## config.mk

```make
export PLATFORM = sky130hd
export DESIGN_NAME = ldpc_iter_ctrl
export DESIGN_NICKNAME = d
export VERILOG_FILES = /design/src/rtl/ldpc_pkg.sv /design/src/rtl/ldpc_iter_ctrl_phase_timer.sv /design/src/rtl/ldpc_iter_ctrl.sv
export SDC_FILE = /design/constraint.sdc
export NUM_CORES = 1
export LEC_CHECK = 0
export BUFFER_PORTS_ARGS = -buffer_cell sky130_fd_sc_hd__buf_2
export CORE_UTILIZATION = 55
export CTS_BUF_LIST = sky130_fd_sc_hd__clkbuf_4 sky130_fd_sc_hd__clkbuf_8
export DETAILED_ROUTE_END_ITERATION = 12
export GPL_TIMING_DRIVEN = 0
export PLACE_DENSITY = 0.81
export SYNTH_ARGS = -nofsm -noshare
export SYNTH_HDL_FRONTEND = slang
export SYNTH_SLANG_ARGS = --single-unit
```

## constraint.sdc

```tcl
create_clock -name clk -period 2.8 [get_ports clk]
set_clock_uncertainty 0.15 [all_clocks]
set_input_delay 0.28 -clock clk [delete_from_list [all_inputs] [get_ports clk]]
set_output_delay 0.28 -clock clk [all_outputs]
set_load 0.005 [all_outputs]
```

## src/rtl/ldpc_pkg.sv

```systemverilog
// Shared definitions for the LDPC decoder control path: controller state
// encoding and the default phase lengths also used by the VNU/CNU array wrappers.
package ldpc_pkg;

    typedef enum logic [2:0] {
        ST_IDLE  = 3'd0,
        ST_LOAD  = 3'd1,
        ST_VNU   = 3'd2,
        ST_CHECK = 3'd3,
        ST_CNU   = 3'd4,
        ST_DONE  = 3'd5
    } state_t;

    localparam int DEF_MAX_ITER = 10;
    localparam int DEF_ITER_W   = 4;
    localparam int DEF_LOAD_CYC = 4;
    localparam int DEF_VNU_CYC  = 2;
    localparam int DEF_CNU_CYC  = 2;

    // The timer holds (length - 1), so the longest phase sets its width.
    function automatic int timer_width(input int len_a, input int len_b, input int len_c);
        int longest;
        longest = (len_a > len_b) ? len_a : len_b;
        longest = (longest > len_c) ? longest : len_c;
        return (longest > 1) ? $clog2(longest) : 1;
    endfunction

endpackage

```

## src/rtl/ldpc_iter_ctrl_phase_timer.sv

```systemverilog
// Down-counter shared by all timed phases; reloaded on every state entry and
// flags the final cycle of the phase.
module phase_timer #(
    parameter int CNT_W = 2
) (
    input  logic             clk,
    input  logic             rst,
    input  logic             load,
    input  logic [CNT_W-1:0] load_val,
    output logic             expire
);

    logic [CNT_W-1:0] count_r;

    // Load on phase entry, otherwise count down and park at zero.
    always_ff @(posedge clk) begin
        if (rst) begin
            count_r <= {CNT_W{1'b0}};
        end else if (load) begin
            count_r <= load_val;
        end else if (count_r != {CNT_W{1'b0}}) begin
            count_r <= count_r - CNT_W'(1);
        end else begin
            count_r <= count_r;
        end
    end

    assign expire = (count_r == {CNT_W{1'b0}});

endmodule

```

## src/rtl/ldpc_iter_ctrl.sv

```systemverilog
// LDPC iteration controller: LLR load, alternating VNU/CNU phases with a parity
// check after each VNU pass, early exit on zero syndrome, cap, or abort.
module ldpc_iter_ctrl
    import ldpc_pkg::*;
#(
    parameter int MAX_ITER = DEF_MAX_ITER,
    parameter int ITER_W   = DEF_ITER_W,
    parameter int LOAD_CYC = DEF_LOAD_CYC,
    parameter int VNU_CYC  = DEF_VNU_CYC,
    parameter int CNU_CYC  = DEF_CNU_CYC
) (
    input  logic              clk,
    input  logic              rst,
    input  logic              start,
    input  logic              abort,
    input  logic              syndrome_zero,
    output logic              busy,
    output logic              llr_load,
    output logic              vnu_en,
    output logic              cnu_en,
    output logic              done,
    output logic              success,
    output logic [ITER_W-1:0] iter_count,
    output logic [2:0]        phase
);

    localparam int TMR_W = timer_width(LOAD_CYC, VNU_CYC, CNU_CYC);
    localparam logic [TMR_W-1:0]  LOAD_LEN = TMR_W'(LOAD_CYC - 1);
    localparam logic [TMR_W-1:0]  VNU_LEN  = TMR_W'(VNU_CYC - 1);
    localparam logic [TMR_W-1:0]  CNU_LEN  = TMR_W'(CNU_CYC - 1);
    localparam logic [ITER_W-1:0] ITER_MAX = ITER_W'(MAX_ITER);

    state_t            state_r;
    state_t            state_s;
    logic [ITER_W-1:0] iter_r;
    logic [ITER_W-1:0] iter_s;
    logic              success_r;
    logic              success_s;
    logic              tmr_load_s;
    logic [TMR_W-1:0]  tmr_val_s;
    logic              tmr_expire_s;

    logic              busy_r;
    logic              llr_load_r;
    logic              vnu_en_r;
    logic              cnu_en_r;
    logic              done_r;
    logic [2:0]        phase_r;

    phase_timer #(
        .CNT_W (TMR_W)
    ) u_phase_timer (
        .clk      (clk),
        .rst      (rst),
        .load     (tmr_load_s),
        .load_val (tmr_val_s),
        .expire   (tmr_expire_s)
    );

    // Next-state, iteration count and convergence flag; abort outranks the
    // parity result, which outranks phase-timer expiry.
    always_comb begin
        state_s   = state_r;
        iter_s    = iter_r;
        success_s = success_r;
        case (state_r)
            ST_IDLE: begin
                if (start) begin
                    state_s   = ST_LOAD;
                    iter_s    = {ITER_W{1'b0}};
                    success_s = 1'b0;
                end else begin
                    state_s = ST_IDLE;
                end
            end
            ST_LOAD: begin
                if (abort) begin
                    state_s = ST_DONE;
                end else if (tmr_expire_s) begin
                    state_s = ST_VNU;
                end else begin
                    state_s = ST_LOAD;
                end
            end
            ST_VNU: begin
                if (abort) begin
                    state_s = ST_DONE;
                end else if (tmr_expire_s) begin
                    state_s = ST_CHECK;
                    iter_s  = (iter_r >= ITER_MAX) ? iter_r : (iter_r + ITER_W'(1));
                end else begin
                    state_s = ST_VNU;
                end
            end
            ST_CHECK: begin
                if (abort) begin
                    state_s   = ST_DONE;
                    success_s = 1'b0;
                end else if (syndrome_zero) begin
                    state_s   = ST_DONE;
                    success_s = 1'b1;
                end else if (iter_r >= ITER_MAX) begin
                    state_s   = ST_DONE;
                    success_s = 1'b0;
                end else begin
                    state_s = ST_CNU;
                end
            end
            ST_CNU: begin
                if (abort) begin
                    state_s = ST_DONE;
                end else if (tmr_expire_s) begin
                    state_s = ST_VNU;
                end else begin
                    state_s = ST_CNU;
                end
            end
            ST_DONE: begin
                state_s = ST_IDLE;
            end
            default: begin
                state_s = ST_IDLE;
            end
        endcase
    end

    // Reload the phase timer whenever a new state is entered.
    always_comb begin
        tmr_load_s = (state_s != state_r);
        case (state_s)
            ST_LOAD: tmr_val_s = LOAD_LEN;
            ST_VNU:  tmr_val_s = VNU_LEN;
            ST_CNU:  tmr_val_s = CNU_LEN;
            default: tmr_val_s = {TMR_W{1'b0}};
        endcase
    end

    // Controller state, iteration count and convergence flag.
    always_ff @(posedge clk) begin
        if (rst) begin
            state_r   <= ST_IDLE;
            iter_r    <= {ITER_W{1'b0}};
            success_r <= 1'b0;
        end else begin
            state_r   <= state_s;
            iter_r    <= iter_s;
            success_r <= success_s;
        end
    end

    // Strobes are decoded from the next state so they line up with state_r.
    always_ff @(posedge clk) begin
        if (rst) begin
            busy_r     <= 1'b0;
            llr_load_r <= 1'b0;
            vnu_en_r   <= 1'b0;
            cnu_en_r   <= 1'b0;
            done_r     <= 1'b0;
            phase_r    <= 3'd0;
        end else begin
            busy_r     <= (state_s != ST_IDLE);
            llr_load_r <= (state_s == ST_LOAD);
            vnu_en_r   <= (state_s == ST_VNU);
            cnu_en_r   <= (state_s == ST_CNU);
            done_r     <= (state_s == ST_DONE);
            phase_r    <= state_s;
        end
    end

    assign busy       = busy_r;
    assign llr_load   = llr_load_r;
    assign vnu_en     = vnu_en_r;
    assign cnu_en     = cnu_en_r;
    assign done       = done_r;
    assign success    = success_r;
    assign iter_count = iter_r;
    assign phase      = phase_r;

endmodule

```

==> results.ini <==
[run_status]
status = finished, final reports clean

[pwr]
peakVddDrop_v = 0.000342
leakage_nw = 0.460
total_power_w = 0.000696
power.density_nw_per_um2 = 700

[global_route]
grt_max_degree = 11
grt_antenna_before_repair = 0
track_usage_pct = 22.7
overflow = 0
grt_first_pass_wirelength_um = 3060
grt_pass1_vias = 729

[critical_path]
cp_slowest_cell = dfxtp_1
path_common_cell = inv_1
endpoint_kind = flip-flop
worstSetupStartpointType = flip-flop
worstPathRequired_ns = 2.84
crit_arrival_ns = 2.29
critPathMaxFanout = 7
crit_type = flip-flop to flip-flop
crit_buf_inv = 2
slowest_delay_ns = 0.43
path_cells = inv_1 -> ha_1 -> o31ai_1 -> a21oi_1 -> a21oi_2 -> inv_1 -> a311o_1
path_delay_family = compound AO/OA/AOI/OAI gates

[detailed_routing]
drcViolationCount = 0
wl_um = 1740
dr_wl_met2_um = 795
dr_wl_met3_um = 80
vias = 751
drtIter0Drc = 21
ant_nets = 0
top_layer_used = met4
wl_per_cell_um = 13.3
drt-met1-wl_um = 832
drt-vias-per-instance = 5.73
dr.pass1.iters = 4

[clock_network]
cts_resized = 0
cts_max_level = 1
clkSlewWorstSetupHoldPaths_ns = 0.10
cts.sinks = 15
cts.hold.buffers_added = 0
clockRootBuffer = clkbuf_4
cts_made_buffers = 3
cts_tree = built
cts_buffer_depth = 2
cts_setup_buffers = 0
insertion_delay_ns = 0.29

[logic_synthesis]
syn_nets = 103
synth_cell_type_count = 39
yosysTopAreaCell = dfxtp_1
yosysSeqAreaShare_pct = 34.8
synth-compound-area-share_pct = 18.7
synthMuxAreaShare_pct = 3.62
ys.flop_type = dfxtp_1
synth_edf_count = 0
synth-adder-area-share_pct = 5.51
synth_top_family_by_area = simple AND/OR/NAND/NOR gates
postSynthAreaPerCell_um2 = 9.09
syn_inst = 95
synth_seq_cells = 15
syn-cell-area_um2 = 863
synthSimpleGateAreaFrac_pct = 25.5
yosysWarningCount = 0
synthArstFlopShare_pct = 0
synthXorXnorAreaFrac_pct = 3.91
synth_area_leaders = dfxtp_1 (35%), nor2_1 (6.5%), ha_1 (4.3%)
yosys.area.top_type_share_pct = 34.8

[placed_design]
place_congestion = 0.807
detailed_place_hpwl_um = 1240
placed_cells = 127
place_ws_ns = 0.598
io_buffers = 17

[floorplanning]
start_util_pct = 62.4
core_um2 = 1380
dieArea_um2 = 1730
die_w_um = 41.6
ios = 18
die_h_um = 41.6
placementRows = 13

[layout]
area_growth_pct = 15.2
finalNonFillerCells = 131
num-nets-final = 125
drive_above_1_share_pct = 31.0
num_antenna_cells = 0

[sta]
finalCriticalPeriod_ns = 2.25
rsz0062_at_grt = no
max_freq_mhz = 445
period_share_pct = 80.2
tightest_slew_ns = 0.502
fin_tns_setup_ns = 0
fin_ws_ns = 0.554
relSlewSlack_pct = 66.3
hold_ws_ns = 0.0729
finalSetupViolations = 0
finalHoldViolCount = 0
finalMaxSlewViolations = 0

[worst_hold_path]
hold_class = input port to flip-flop

[job]
cap_violations = 0

metrics by stage:
| step | utilization [%] | area (um2) |
|---|---|---|
| 2_1_floorplan | - | 863 |
| 3_3_place_gp | 70.0 | 967 |
| 3_5_place_dp | 70.0 | 967 |
| 4_1_cts | 71.9 | 995 |
| 5_1_grt | 71.9 | 995 |
| 6_report | 71.9 | 995 |
routing by layer:
metal	global-route usage, %	vias to the layer above
li1	-	369
met1	30.2	356
met2	35.6	21
met3	3.48	5
met4	11.6	0
met5	0	-
worst reg2reg max path, stage by stage (launching register included):
cell,delay [ns]
dfxtp_1,0.43
inv_1,0.07
ha_1,0.19
o31ai_1,0.43
a21oi_1,0.17
a21oi_2,0.29
inv_1,0.10
a311o_1,0.31
final timing paths:
| check | start | to | slack [ns] | depth (start not counted) |
|---|---|---|---|---|
| setup reg to reg | iter_count[0] | u_phase_timer.count_r[0] | 0.55 | 7 |
| hold / removal | rst | phase[1] | 0.07 | 2 |
| setup / recovery | iter_count[0] | u_phase_timer.count_r[0] | 0.55 | 7 |
| hold reg to reg | success | success | 0.35 | 2 |
state kept, by name (all words and copies together), names as in the netlist:
name	count
done	1
u_phase_timer.count_r	2
vnu_en	1
iter_count	4
cnu_en	1
phase	3
busy	1
llr_load	1
success	1
cells in the final DEF (no fill, tap or decap), types with 2 or more instances in the layout:
| master | instances |
|---|---|
| nor2b_1 | 3 |
| o21ai_0 | 5 |
| nand2_1 | 2 |
| a21oi_1 | 5 |
| xor2_1 | 2 |
| buf_6 | 3 |
| mux2i_1 | 2 |
| dfxtp_1 | 15 |
| nor3_1 | 4 |
| nor2_1 | 15 |
| a31oi_1 | 2 |
| ha_1 | 3 |
| a21oi_2 | 3 |
| buf_2 | 18 |
| inv_1 | 6 |
| clkbuf_4 | 3 |
report_power, final:
part	internal (W)	switching, W	total, W	leakage, nW
sequential	0.000246	0.0000276	0.000273	0.123
clock	0.0000532	0.0000744	0.000128	0.0177
combinational	0.000130	0.000165	0.000295	0.320
total	0.000429	0.000267	0.000696	0.460
kinds of logic (layout without fill, tap and decap cells):
| group | count (synthesis) | after routing |
|---|---|---|
| and+or+nand+nor | 35 | 35 |
| AOI/OAI and AO/OA | 23 | 23 |
| DFF | 15 | 15 |
| buffers and inverters | 12 | 33 |
| adders and majority gates | 4 | 4 |
| xor gates and xnor gates | 3 | 3 |
| muxes | 3 | 3 |
synth_stat cells (3+ instances only):
| cell type | number |
|---|---|
| nor2_1 | 15 |
| nor3_1 | 4 |
| buf_6 | 3 |
| o21ai_0 | 5 |
| a21oi_2 | 3 |
| nor2b_1 | 3 |
| inv_1 | 6 |
| ha_1 | 3 |
| a21oi_1 | 5 |
| dfxtp_1 | 15 |
final cells by class:
class,count,area (um2)
plain buffers,5,42.5
clock buffers,3,22.5
clock inverters,1,5.00
fillers,108,388
inverters,7,26.3
multi-input cells,68,494
flip-flops and latches,15,300
well taps,15,18.8
repair buffers,17,85.1
(Power assumes the default switching activity.)
